### src/rtl/count_scheduler.sv
// count_scheduler
//
// Round-robin scheduler that lends one shared up-counter to N requesters.
// A granted requester gets one clear cycle followed by L increment cycles.
// After that, the counter's final value comes back to it together with a
// one-cycle done pulse.
//
// Parameters
//   N     number of requesters (2..8)
//   W     counter width, must match the attached counter
//   LW    burst-length field width per requester
//   INIT  counter reload value, must match the attached counter
//
// Ports
//   clk     clock, all state changes on posedge
//   rst     synchronous active-high reset
//   req     per-requester request level, held until that requester's done
//   len     packed burst lengths, requester k uses len[k*LW +: LW]
//   q       current counter value
//   clr     counter reload strobe
//   c_up    counter increment strobe
//   gnt     one-hot grant, zero when idle
//   busy    high whenever a burst is in progress
//   done    one-hot, one-cycle completion pulse
//   result  counter value captured at burst end, held until the next capture

module count_scheduler #(
    parameter int          N    = 4,
    parameter int          W    = 8,
    parameter int          LW   = 4,
    parameter logic [W-1:0] INIT = 8'hff
) (
    input  logic            clk,
    input  logic            rst,
    input  logic [N-1:0]    req,
    input  logic [N*LW-1:0] len,
    input  logic [W-1:0]    q,
    output logic            clr,
    output logic            c_up,
    output logic [N-1:0]    gnt,
    output logic            busy,
    output logic [N-1:0]    done,
    output logic [W-1:0]    result
);

    localparam int GW = (N > 1) ? $clog2(N) : 1;

    typedef enum logic [1:0] {
        IDLE,
        CLEAR,
        COUNT,
        FINISH
    } state_t;

    state_t          state;
    state_t          state_next;

    logic [GW-1:0]   g;
    logic [GW-1:0]   last_grant;
    logic [LW-1:0]   burst_len;
    logic [LW-1:0]   remaining;

    logic [GW-1:0]   winner;
    logic [GW-1:0]   cand;
    logic            found;
    logic [LW-1:0]   lens [N];

    // Unpack the per-requester length fields so the winner can index them.
    always_comb begin
        for (int k = 0; k < N; k++) begin
            lens[k] = len[k*LW +: LW];
        end
    end

    // Round-robin search starting just after the last granted requester.
    // The last granted requester is examined last, which gives it the
    // lowest priority when it asks again right after its own done.
    always_comb begin
        winner = last_grant;
        cand   = '0;
        found  = 1'b0;
        for (int i = 1; i <= N; i++) begin
            cand = GW'((int'(last_grant) + i) % N);
            if (!found && req[cand]) begin
                winner = cand;
                found  = 1'b1;
            end
        end
    end

    // State register.
    always_ff @(posedge clk) begin
        if (rst) begin
            state <= IDLE;
        end else begin
            state <= state_next;
        end
    end

    // Next-state logic. COUNT is entered with remaining = L and exits on
    // the cycle where remaining reaches 1, which gives exactly L increments.
    always_comb begin
        state_next = state;
        case (state)
            IDLE:   if (found) state_next = CLEAR;
            CLEAR:  state_next = (burst_len != '0) ? COUNT : FINISH;
            COUNT:  if (remaining == LW'(1)) state_next = FINISH;
            FINISH: state_next = IDLE;
            default: state_next = IDLE;
        endcase
    end

    // Burst bookkeeping and registered completion outputs. The pointer
    // resets to N-1, so requester 0 wins first after reset.
    always_ff @(posedge clk) begin
        if (rst) begin
            g          <= '0;
            last_grant <= GW'(N - 1);
            burst_len  <= '0;
            remaining  <= '0;
            done       <= '0;
            result     <= '0;
        end else begin
            done <= '0;
            case (state)
                IDLE: begin
                    if (found) begin
                        g          <= winner;
                        last_grant <= winner;
                        burst_len  <= lens[winner];
                    end
                end
                CLEAR: begin
                    remaining <= burst_len;
                end
                COUNT: begin
                    remaining <= remaining - LW'(1);
                end
                FINISH: begin
                    result  <= q;
                    done[g] <= 1'b1;
                end
                default: begin
                end
            endcase
        end
    end

    // Moore outputs decoded from state and the latched grant index.
    always_comb begin
        gnt = '0;
        if (state != IDLE) begin
            gnt[g] = 1'b1;
        end
    end

    assign clr  = (state == CLEAR);
    assign c_up = (state == COUNT);
    assign busy = (state != IDLE);

endmodule
### config.mk
export PLATFORM = sky130hd
export DESIGN_NAME = count_scheduler
export DESIGN_NICKNAME = d
export VERILOG_FILES = /design/src/rtl/count_scheduler.sv
export SDC_FILE = /design/constraint.sdc
export NUM_CORES = 1
export LEC_CHECK = 0
export ABC_AREA = 1
export BUFFER_PORTS_ARGS = -buffer_cell sky130_fd_sc_hd__buf_2
export CORE_MARGIN = 2
export CORE_UTILIZATION = 45
export DETAILED_ROUTE_END_ITERATION = 8
export PLACE_DENSITY = 0.8
export SETUP_SLACK_MARGIN = 0.02
export SYNTH_ARGS = -nofsm -noshare
export SYNTH_HDL_FRONTEND = slang
export SYNTH_SLANG_ARGS = --single-unit
### constraint.sdc
create_clock -name clk -period 3.61 [get_ports clk]
set_input_delay 0.361 -clock clk [delete_from_list [all_inputs] [get_ports clk]]
set_output_delay 0.361 -clock clk [all_outputs]
set_load 0.02 [all_outputs]
==> impl_metrics.ini <==
[outcome]
status = complete, no violations

[timing]
post-route-period-util_pct = 59.9
max_freq_mhz = 463
finalHoldViolations = 0
drv_slew = 0
final-setup-viol-count = 0
tightest_slew_ps = 504
layout_setup_ws_ps = 1450
fin_hold_ws_ps = 304
rsz0062_at_grt = false
finClkSkew_ps = 8.79
fin_setup_tns_ps = 0
slew_headroom_pct = 66.4
post-route-min-period_ps = 2160

[detailed_routing]
drc = 0
vias = 1633
wl_per_cell_um = 11.0
avgViaCountPerCell = 4.90
drt_wl_total_um = 3650
drt_pre_antenna_iters = 4
drt_iter0_drc = 79
route.antenna.remaining_nets = 0

[yosys]
ys_seq_area_share_pct = 30.9
synth_cells = 237
ys_warn_count = 0
syn_nets = 274
syn_area_per_cell_sq_um = 7.10
synthArstFlopShare_pct = 0
synth_cell_types = 30
syn-cell-area_sq_um = 1680
synthFlopType = dfxtp_1
synth-edff-count = 0
synth_seq_cells = 26

[setup_path]
critical_path_class = flip-flop to flip-flop
endpoint_kind = flip-flop
required_ps = 3790
start_kind = flip-flop
cp_max_fo = 12
r2r_cells = 13
reg2reg_to = burst_len[1]$_SDFFE_PP0P_
rrSetupSlack_ps = 1450
r2r_start = last_grant[0]$_SDFFE_PP1P_
worstPathArrival_ps = 2340

[placed_design]
portBuffers = 48
hpwl_um = 2820
place_ws_ps = 1540
routabilityCongestion = 0.937
dp_cells = 329
postPlaceCellArea_sq_um = 1960

[cells_and_area]
drive_above_1_share_pct = 28.8
nFillCells = 357
area_delta_synth_final_pct = 20.7
layoutNonFillerInstCount = 333
nNetsFinal = 323
n_antenna_cell = 0
design_area_sq_um = 2030
final_util_pct = 55.9

[floorplan]
start_util_pct = 46.3
dieWidth_um = 65.2
die_area_sq_um = 4250
fp.dieH_um = 65.2
io-pin-count = 49
fp.coreArea_sq_um = 3630
rows = 22

[pwr]
p_per_area_nw_per_um2 = 921
ir_worst_vdd_v = 0.000413
p_total_mw = 1.87
cellLeakagePower_nw = 1.09

[clock_tree]
cts_tree = built
clock_path_buffers = 2
post_cts_buffers = 0
clock-sinks = 26
clk_latency_ps = 270
clk_transition_reported_paths_ps = 100
cts-hold-fix-buffers = 0
htreeDepth = 1
cts_resized = 0
clockRootBuffer = clkbuf_8
cts_made_buffers = 3

[run]
max_cap_violations = 0

[worst_hold_path]
min_from = q[3]
hold_depth = 3
min_to = result[3]$_SDFFE_PP0N_
min-delay-path-class = primary input to flip-flop

[global_routing]
grt_overflow = 0
grtUsageTotal_pct = 18.9
grt_pass1_wl_um = 6490
antenna_found_initial = 0
grt_pass1_vias = 1564
grt_max_degree = 16
[kinds of logic after synthesis]
group	count (synthesis)	share of synthesized area [%]
compound gates	35	12.3
flops	26	30.9
buf+inv	39	9.67
xor+xnor	2	1.04
simple gates	128	40.8
fa+ha+maj	7	5.20
[sequential cells by signal, summed over array words and instances (netlist names)]
register / flops
done: 4
burst_len: 4
remaining: 4
result: 8
state: 2
last_grant: 2
g: 2
[how the worst max path moves through the flow]
| stage | slack, ps | cells past startpoint | to | start |
|---|---|---|---|---|
| 2_1_floorplan | 1990 | 3 | gnt[3] | state[0]$_SDFFE_PP0P_ |
| 3_3_place_gp | 1550 | 11 | last_grant[1]$_SDFFE_PP1P_ | last_grant[0]$_SDFFE_PP1P_ |
| 3_5_place_dp | 1540 | 11 | last_grant[1]$_SDFFE_PP1P_ | last_grant[0]$_SDFFE_PP1P_ |
| 4_1_cts | 1460 | 13 | burst_len[1]$_SDFFE_PP0P_ | last_grant[0]$_SDFFE_PP1P_ |
| 5_1_grt | 1210 | 11 | burst_len[1]$_SDFFE_PP0P_ | last_grant[0]$_SDFFE_PP1P_ |
| 6_report | 1450 | 13 | burst_len[1]$_SDFFE_PP0P_ | last_grant[0]$_SDFFE_PP1P_ |
[layer usage]
metal  track usage [%]  up-vias  wire (um)
li1                  -      862          -
met1              23.0      722       1650
met2              33.5       43       1760
met3              2.91        6        187
met4              7.55        0         48
met5                 0        -          0
[report_power, final]
part,internal (mW),total (mW),switching (mW),leakage (nW)
logic,0.414,1.17,0.758,0.841
clock network,0.148,0.243,0.0942,0.0357
registers,0.371,0.456,0.0844,0.213
total,0.934,1.87,0.937,1.09
[cell usage in the layout (no fill, tap or decap), types with 2 or more instances in the layout]
cell type,instances
nand3_2,2
buf_2,48
clkbuf_8,3
inv_2,3
a21oi_1,13
inv_1,30
ha_1,7
nand2_4,8
nor2_1,19
nand2_2,9
nand2_1,48
dfxtp_1,26
nand3_1,28
o211ai_1,4
o21ai_0,13
nor3_1,9
xor2_1,2
[critical path, stage by stage, from the launching register on]
cell and delay, ps:
dfxtp_1 640, inv_2 220, nand2_1 130, nand2_1 100, nand2_1 70, nand2_1 120, nor2_8 160, nand3b_4 120
nand2_4 120, inv_4 60, nor2_1 140, nor2_1 70, nand2_1 70, inv_1 30
[cell usage after synthesis (2+ instances only)]
cell type	instances	share of area, %
nand2_1	48	11
inv_1	30	6.7
nand3_1	28	8.3
dfxtp_1	26	31
nor2_1	19	4.2
a21oi_1	13	3.9
o21ai_0	13	3.9
nand2_2	9	3.3
nor3_1	9	2.7
nand2_4	8	5.4
ha_1	7	5.2
o211ai_1	4	1.8
inv_2	3	0.67
clkbuf_1	2	0.45
nand3_2	2	1.2
xor2_1	2	1.0
[layout make-up]
cell class,instances,area [sq um],share of cell area [%]
multi-input combinational,172,1000,49.2
sequential,26,520,25.6
timing repair buffer,48,240,11.8
inverter,35,139,6.84
tap,48,60.1,2.96
clock buffer,3,41.3,2.03
clock inverter,1,30.0,1.48
Power figures use the tool's default switching activity.
